<file path="config.mk">
export PLATFORM = sky130hd
export DESIGN_NAME = pause_dim_ctrl
export DESIGN_NICKNAME = d
export VERILOG_FILES = /design/src/rtl/pause_dim_pkg.sv /design/src/rtl/pause_dim_ctrl_rgb_shift.sv /design/src/rtl/pause_dim_ctrl.sv
export SDC_FILE = /design/constraint.sdc
export NUM_CORES = 1
export LEC_CHECK = 0
export CAP_MARGIN = 20
export CORE_MARGIN = 4
export CORE_UTILIZATION = 40
export CTS_BUF_LIST = sky130_fd_sc_hd__clkbuf_2
export CTS_CLUSTER_SIZE = 20
export DETAILED_ROUTE_END_ITERATION = 16
export REMOVE_ABC_BUFFERS = 1
export SLEW_MARGIN = 40
export SYNTH_ARGS = -nofsm -noshare
export SYNTH_HDL_FRONTEND = slang
export SYNTH_SLANG_ARGS = --single-unit
</file>
<file path="constraint.sdc">
create_clock -name clk_sys -period 7.7 [get_ports clk_sys]
set_clock_uncertainty 0.15 [all_clocks]
set_input_delay 0.77 -clock clk_sys [delete_from_list [all_inputs] [get_ports clk_sys]]
set_output_delay 0.77 -clock clk_sys [all_outputs]
set_load 0.03 [all_outputs]
</file>
<file path="src/rtl/pause_dim_pkg.sv">
// Shared types and width helpers for the pause/dim controller.
// Imported by the top and the pixel-shift sub-module.
package pause_dim_pkg;

   typedef enum logic [2:0] {
      IDLE,
      COUNT,
      FADE_OUT,
      DIM,
      FADE_IN
   } state_t;

   function automatic int min1_clog2(input longint n);
      return (n > 1) ? $clog2(n) : 1;
   endfunction

   function automatic int atten_w(input int max_atten);
      return min1_clog2(longint'(max_atten) + 1);
   endfunction

endpackage

</file>
<file path="src/rtl/pause_dim_ctrl_rgb_shift.sv">
// One colour channel, right-shifted by the current attenuation.
// Vacated MSBs are zero-filled, so larger shifts mean a darker picture.
module rgb_shift
   import pause_dim_pkg::*;
#(
   parameter int CW = 4,
   parameter int AW = 2
) (
   input  logic [CW-1:0] px_in,
   input  logic [AW-1:0] shamt,
   output logic [CW-1:0] px_out
);

   assign px_out = px_in >> shamt;

endmodule

</file>
<file path="src/rtl/pause_dim_ctrl.sv">
// Merges pause sources with a user pause toggle and fades the picture
// down after a long user pause, then back up on unpause.
module pause_dim_ctrl
   import pause_dim_pkg::*;
#(
   parameter int          SRC_N       = 3,
   parameter int          CH          = 3,
   parameter int          CW          = 4,
   parameter int unsigned DIM_CYCLES  = 32'h17D78400,
   parameter int unsigned STEP_CYCLES = 2_000_000,
   parameter int          MAX_ATTEN   = 2,
   localparam int         AW          = atten_w(MAX_ATTEN)
) (
   input  logic             clk_sys,
   input  logic             reset_n,
   input  logic             pause_btn,
   input  logic [SRC_N-1:0] pause_src,
   input  logic [SRC_N-1:0] src_mask,
   input  logic             ce_pix,
   input  logic [CH*CW-1:0] rgb_in,
   output logic [CH*CW-1:0] rgb_out,
   output logic             pause,
   output logic             user_paused,
   output logic [AW-1:0]    atten,
   output logic             dimmed
);

   localparam int TW = min1_clog2(longint'(DIM_CYCLES) + 1);
   localparam int SW = min1_clog2(longint'(STEP_CYCLES));

   localparam logic [TW-1:0] TMR_END   = TW'(DIM_CYCLES);
   localparam logic [TW-1:0] TMR_FIRST = (DIM_CYCLES == 0) ? '0 : TW'(1);
   localparam logic [SW-1:0] STEP_END  = SW'(STEP_CYCLES - 1);
   localparam logic [AW-1:0] A_MAX     = AW'(MAX_ATTEN);
   localparam logic [AW-1:0] A_ONE     = AW'(1);

   state_t           r_state;
   logic             r_btn_q;
   logic             r_user_paused;
   logic [TW-1:0]    r_timer;
   logic [SW-1:0]    r_step;
   logic [AW-1:0]    r_atten;
   logic [CH*CW-1:0] r_rgb;

   logic [TW-1:0]    w_tmr_nx;
   logic             w_step_end;
   logic [AW-1:0]    w_a_up;
   logic [AW-1:0]    w_a_dn;
   logic [CH*CW-1:0] w_rgb_sh;

   // Timer saturates at DIM_CYCLES so it can never wrap.
   assign w_tmr_nx   = (r_timer >= TMR_END) ? r_timer : r_timer + 1'b1;
   assign w_step_end = (r_step == STEP_END);
   assign w_a_up     = r_atten + A_ONE;
   assign w_a_dn     = r_atten - A_ONE;

   always_ff @(posedge clk_sys or negedge reset_n) begin
      if (!reset_n) begin
         r_btn_q       <= 1'b0;
         r_user_paused <= 1'b0;
      end else begin
         r_btn_q       <= pause_btn;
         r_user_paused <= r_user_paused ^ (pause_btn & ~r_btn_q);
      end
   end

   always_ff @(posedge clk_sys or negedge reset_n) begin
      if (!reset_n) begin
         r_state <= IDLE;
         r_timer <= '0;
         r_step  <= '0;
         r_atten <= '0;
      end else begin
         unique case (r_state)
            IDLE: begin
               r_timer <= '0;
               r_step  <= '0;
               r_atten <= '0;
               if (r_user_paused) begin
                  r_state <= COUNT;
                  r_timer <= TMR_FIRST;
               end
            end
            COUNT: begin
               if (!r_user_paused) begin
                  r_state <= IDLE;
                  r_timer <= '0;
               end else begin
                  r_timer <= w_tmr_nx;
                  if (w_tmr_nx >= TMR_END) begin
                     r_state <= FADE_OUT;
                     r_step  <= '0;
                  end
               end
            end
            FADE_OUT: begin
               if (!r_user_paused) begin
                  r_step <= '0;
                  if (r_atten == '0) begin
                     r_state <= IDLE;
                     r_timer <= '0;
                  end else begin
                     r_state <= FADE_IN;
                  end
               end else if (w_step_end) begin
                  r_step  <= '0;
                  r_atten <= w_a_up;
                  if (w_a_up == A_MAX) r_state <= DIM;
               end else begin
                  r_step <= r_step + 1'b1;
               end
            end
            DIM: begin
               if (!r_user_paused) begin
                  r_state <= FADE_IN;
                  r_step  <= '0;
               end
            end
            FADE_IN: begin
               if (r_user_paused) begin
                  r_step  <= '0;
                  r_state <= (r_atten == A_MAX) ? DIM : FADE_OUT;
               end else if (w_step_end) begin
                  r_step  <= '0;
                  r_atten <= w_a_dn;
                  if (w_a_dn == '0) begin
                     r_state <= IDLE;
                     r_timer <= '0;
                  end
               end else begin
                  r_step <= r_step + 1'b1;
               end
            end
            default: r_state <= IDLE;
         endcase
      end
   end

   for (genvar c = 0; c < CH; c++) begin : g_ch
      rgb_shift #(
         .CW (CW),
         .AW (AW)
      ) u_shift (
         .px_in  (rgb_in[c*CW +: CW]),
         .shamt  (r_atten),
         .px_out (w_rgb_sh[c*CW +: CW])
      );
   end

   always_ff @(posedge clk_sys or negedge reset_n) begin
      if (!reset_n)    r_rgb <= '0;
      else if (ce_pix) r_rgb <= w_rgb_sh;
   end

   assign rgb_out     = r_rgb;
   assign pause       = r_user_paused | (|(pause_src & src_mask));
   assign user_paused = r_user_paused;
   assign atten       = r_atten;
   assign dimmed      = (r_atten == A_MAX);

endmodule

</file>
==> metrics.md <==
| Metric | Value |
|---|---|
| Run status | `finished clean` |
| CP Data Arrival Time | `3.97 ns` |
| Fill cell instance count of the final layout | `1064` |
| Final antenna-violating net count | `0` |
| Clk root buf | `clkbuf_2` |
| Top-area cell type share of the netlist area | `39.1%` |
| Area growth from synthesis to final layout | `11.8%` |
| Total Routed Length | `11.0 mm` |
| Gate power share | `30.2%` |
| Total via count in the routed design | `4121` |
| Core area | `0.0108 mm2` |
| Most used cells in the layout excluding fill and tap cells | `dfrtp_1, nand2_1, o21ai_0, nor2_1, clkdlybuf4s50_1` |
| Max Root-Sink Buffers | `2` |
| Proportion of power drawn by flip-flops and latches | `49.3%` |
| Port-buffer cells | `38` |
| FMAX | `270 MHz` |
| Die boundary height | `113 um` |
| Count of hold buffers inserted by post-cts repair | `0` |
| All-layer global routing usage | `17.8%` |
| Logic depth of the worst register-to-register path | `9` |
| Switching Share | `38.6%` |
| # diodes | `0` |
| Total grt overflow | `0` |
| Number of warnings issued by yosys | `0` |
| Post-synth EDFFs | `0` |
| Fin. Hold Viols | `0` |
| Yosys top cell by area | `dfrtp_1` |
| TritonCTS buffer count | `9` |
| Main flop type after synthesis | `dfrtp_1` |
| Average cell area after synthesis | `8.38 um2` |
| Critical path class | `register to register` |
| Clk_lat worst skew | `0.53 ns` |
| Critical register-to-register path startpoint | `r_timer[24]$_DFFE_PN0P_` |
| Slew Limit Headroom | `49.6%` |
| Die Area | `0.0128 mm2` |
| Most common cell after layout, fill and taps aside | `dfrtp_1` |
| Number of global-route vias before repair | `3911` |
| Number of maximum-capacitance violations | `0` |
| Register bit count reported by yosys | `69` |
| Met2 usage in global routing | `27.4%` |
| Minimum setup slack after placement | `4.05 ns` |
| Multi-input combinational cell area | `0.00249 mm2` |
| Total setup violations reported at the end of the flow | `0` |
| Initial antenna violation count | `0` |
| Netlist area before placement | `0.00442 mm2` |
| Internal portion of total power | `0.000506 W` |
| Number of setup buffers added after CTS | `0` |
| Time the worst path needs with I/O delays and setup | `3.70 ns` |
| Number of standard-cell rows in the floorplan | `38` |
| Routed length per placed instance | `15.8 um` |
| Max IR drop VDD | `0.0768 mV` |
| Biggest area contributors in the synthesized netlist | `dfrtp_1, o21ai_0, nand2_1, nand4_1, nor2_1` |
| Clock tree from TritonCTS | `done` |
| Most Crowded Layer GR | `met2` |
| Synth Instances | `527` |
| Clk network pwr share | `20.5%` |
| Number of sinks handled by clock tree synthesis | `69` |
| CTS HTree Levels | `3` |
| LEAKAGE | `1.96 nW` |
| Sequential cell area | `0.00173 mm2` |
| R2R Path End | `r_state[0]$_DFFE_PN0P_` |
| Final worst setup slack | `4.00 ns` |
| GR met3 Demand/Resource | `3.26%` |
| Clock slew at reported path FFs | `0.19 ns` |
| Number of vias per cell | `5.96` |
| Setup TNS after final layout | `0 ns` |
| Final slew viol count | `0` |
| Share of flip-flops with an asynchronous set or reset | `100%` |
| Post-synth cell types | `67` |
| Starting DRC count in detailed routing | `322` |
| Kind of launch point of the worst setup path | `register` |
| Residual DRC | `0` |
| Pwr/cell area | `167 mW/mm2` |
| Total of cells resized after clock tree synthesis | `0` |
| Final cycle utilization of the critical path | `48.1%` |
| Net switching power | `0.000317 W` |
| Required arrival time at the worst endpoint | `7.97 ns` |
| Class of the worst hold path | `input pin to async pin` |
| Sequential area share after synthesis | `39.1%` |
| Count of TritonRoute iterations in the first routing pass | `5` |
| Final HPWL from detailed placement | `7.33 mm` |
| RSZ-0062 raised after global routing | `no` |
| Reg-to-reg setup timing slack | `4.00 ns` |
| Transition at the pin with the smallest max-transition slack | `0.749 ns` |
| Total chip power | `0.000823 W` |
| Endpoint kind of the worst setup timing path | `register` |
| CP max FO | `22` |
| Count of nets after finishing | `576` |
| Largest net degree at the start of global routing | `70` |
| Ratio of cells with drive above 1 in the final layout | `7.61%` |
| Die X | `113 um` |
| Number of top-level pins | `39` |
| Wire length of the first global-routing pass | `18.9 mm` |
| Global placement routability congestion | `0.881` |
| Met1 usage in global routing | `25.0%` |
| Starting Density | `40.7%` |
## synth_stat cells (all sizes together), types with 5 or more instances
cell	number
dfrtp	69
o21ai	61
nand2	58
nor2	42
a21oi	29
nand4	26
nand3	25
clkbuf	23
nor3	21
and3	17
a31oi	16
inv	15
mux2i	13
a31o	9
buf	9
a311o	8
and2	7
ha	6
nor2b	5
nor4	5
o21a	5
o31ai	5
or3	5
xnor2	5
## worst max path at each step
| stage | to | startpoint | depth (start not counted) | slack (ns) |
|---|---|---|---|---|
| 4_1_cts | r_state[0]$_DFFE_PN0P_ | r_timer[24]$_DFFE_PN0P_ | 9 | 4.00 |
| 6_report | r_state[0]$_DFFE_PN0P_ | r_timer[24]$_DFFE_PN0P_ | 9 | 4.00 |
| 3_3_place_gp | r_state[0]$_DFFE_PN0P_ | r_timer[24]$_DFFE_PN0P_ | 9 | 4.16 |
| 3_5_place_dp | r_state[0]$_DFFE_PN0P_ | r_timer[24]$_DFFE_PN0P_ | 9 | 4.05 |
| 5_1_grt | r_step[9]$_DFFE_PN0P_ | r_timer[24]$_DFFE_PN0P_ | 9 | 3.74 |
| 2_1_floorplan | r_timer[22]$_DFFE_PN0P_ | user_paused$_DFF_PN0_ | 4 | 4.45 |
## routing by layer
| layer | routed length (um) | up-vias |
|---|---|---|
| met5 | 0 | - |
| met4 | 129 | 0 |
| met3 | 498 | 15 |
| met2 | 5250 | 109 |
| met1 | 5080 | 2009 |
| li1 | - | 1988 |
## flip-flops by register name, indices dropped and copies added, names as in the netlist
register	count
r_timer	29
r_step	21
rgb_out	12
r_state	3
atten	2
r_btn_q	1
user_paused	1
## cell type report
cell class,instances,share of cell area [%]
inverter,16,1.22
sequential,69,35.0
timing repair buffer,42,8.29
tap,140,3.55
clock inverter,4,0.330
clock buffer,11,1.12
multi-input combinational,410,50.5
## power groups by stage
stage / clock (W) / combinational (W) / sequential [W]
after floorplan: 0 / 0.000141 / 0.000421
after global placement: 0 / 0.000246 / 0.000411
after detailed placement: 0 / 0.000248 / 0.000412
after CTS: 0.000176 / 0.000250 / 0.000405
after global routing: 0.000192 / 0.000278 / 0.000410
final: 0.000169 / 0.000249 / 0.000406
## critical path, cell delays in order, from the launching register on
cell and delay, ns:
dfrtp_1 0.53, nand3_1 0.14, or4_4 0.57, o21ai_4 0.52, nor2_1 0.30, a31oi_1 0.35, a2111oi_4 0.13, or2_2 0.32
a31oi_1 0.21, mux2_2 0.37
## cell families (layout without fill, tap and decap cells)
kind of cell | count (synthesis) | in the layout | share of synthesized area [%]
fa+ha+maj | 6 | 6 | 1.70
xor+xnor | 5 | 5 | 0.992
compound gates | 154 | 154 | 22.6
mux | 14 | 14 | 3.20
simple gates | 231 | 231 | 27.7
flops | 69 | 69 | 39.1
buf+inv | 48 | 73 | 4.79
## per-stage QoR
stage	std cells	hold WS, ns	area, um2	utilization [%]
2_1_floorplan	495	0.315	4260	-
6_report	692	0.180	4930	45.5
3_3_place_gp	677	0.315	4850	44.7
4_1_cts	692	0.177	4930	45.5
3_5_place_dp	677	0.322	4860	44.9
5_1_grt	692	0.195	4930	45.5
(Power assumes the default switching activity.)
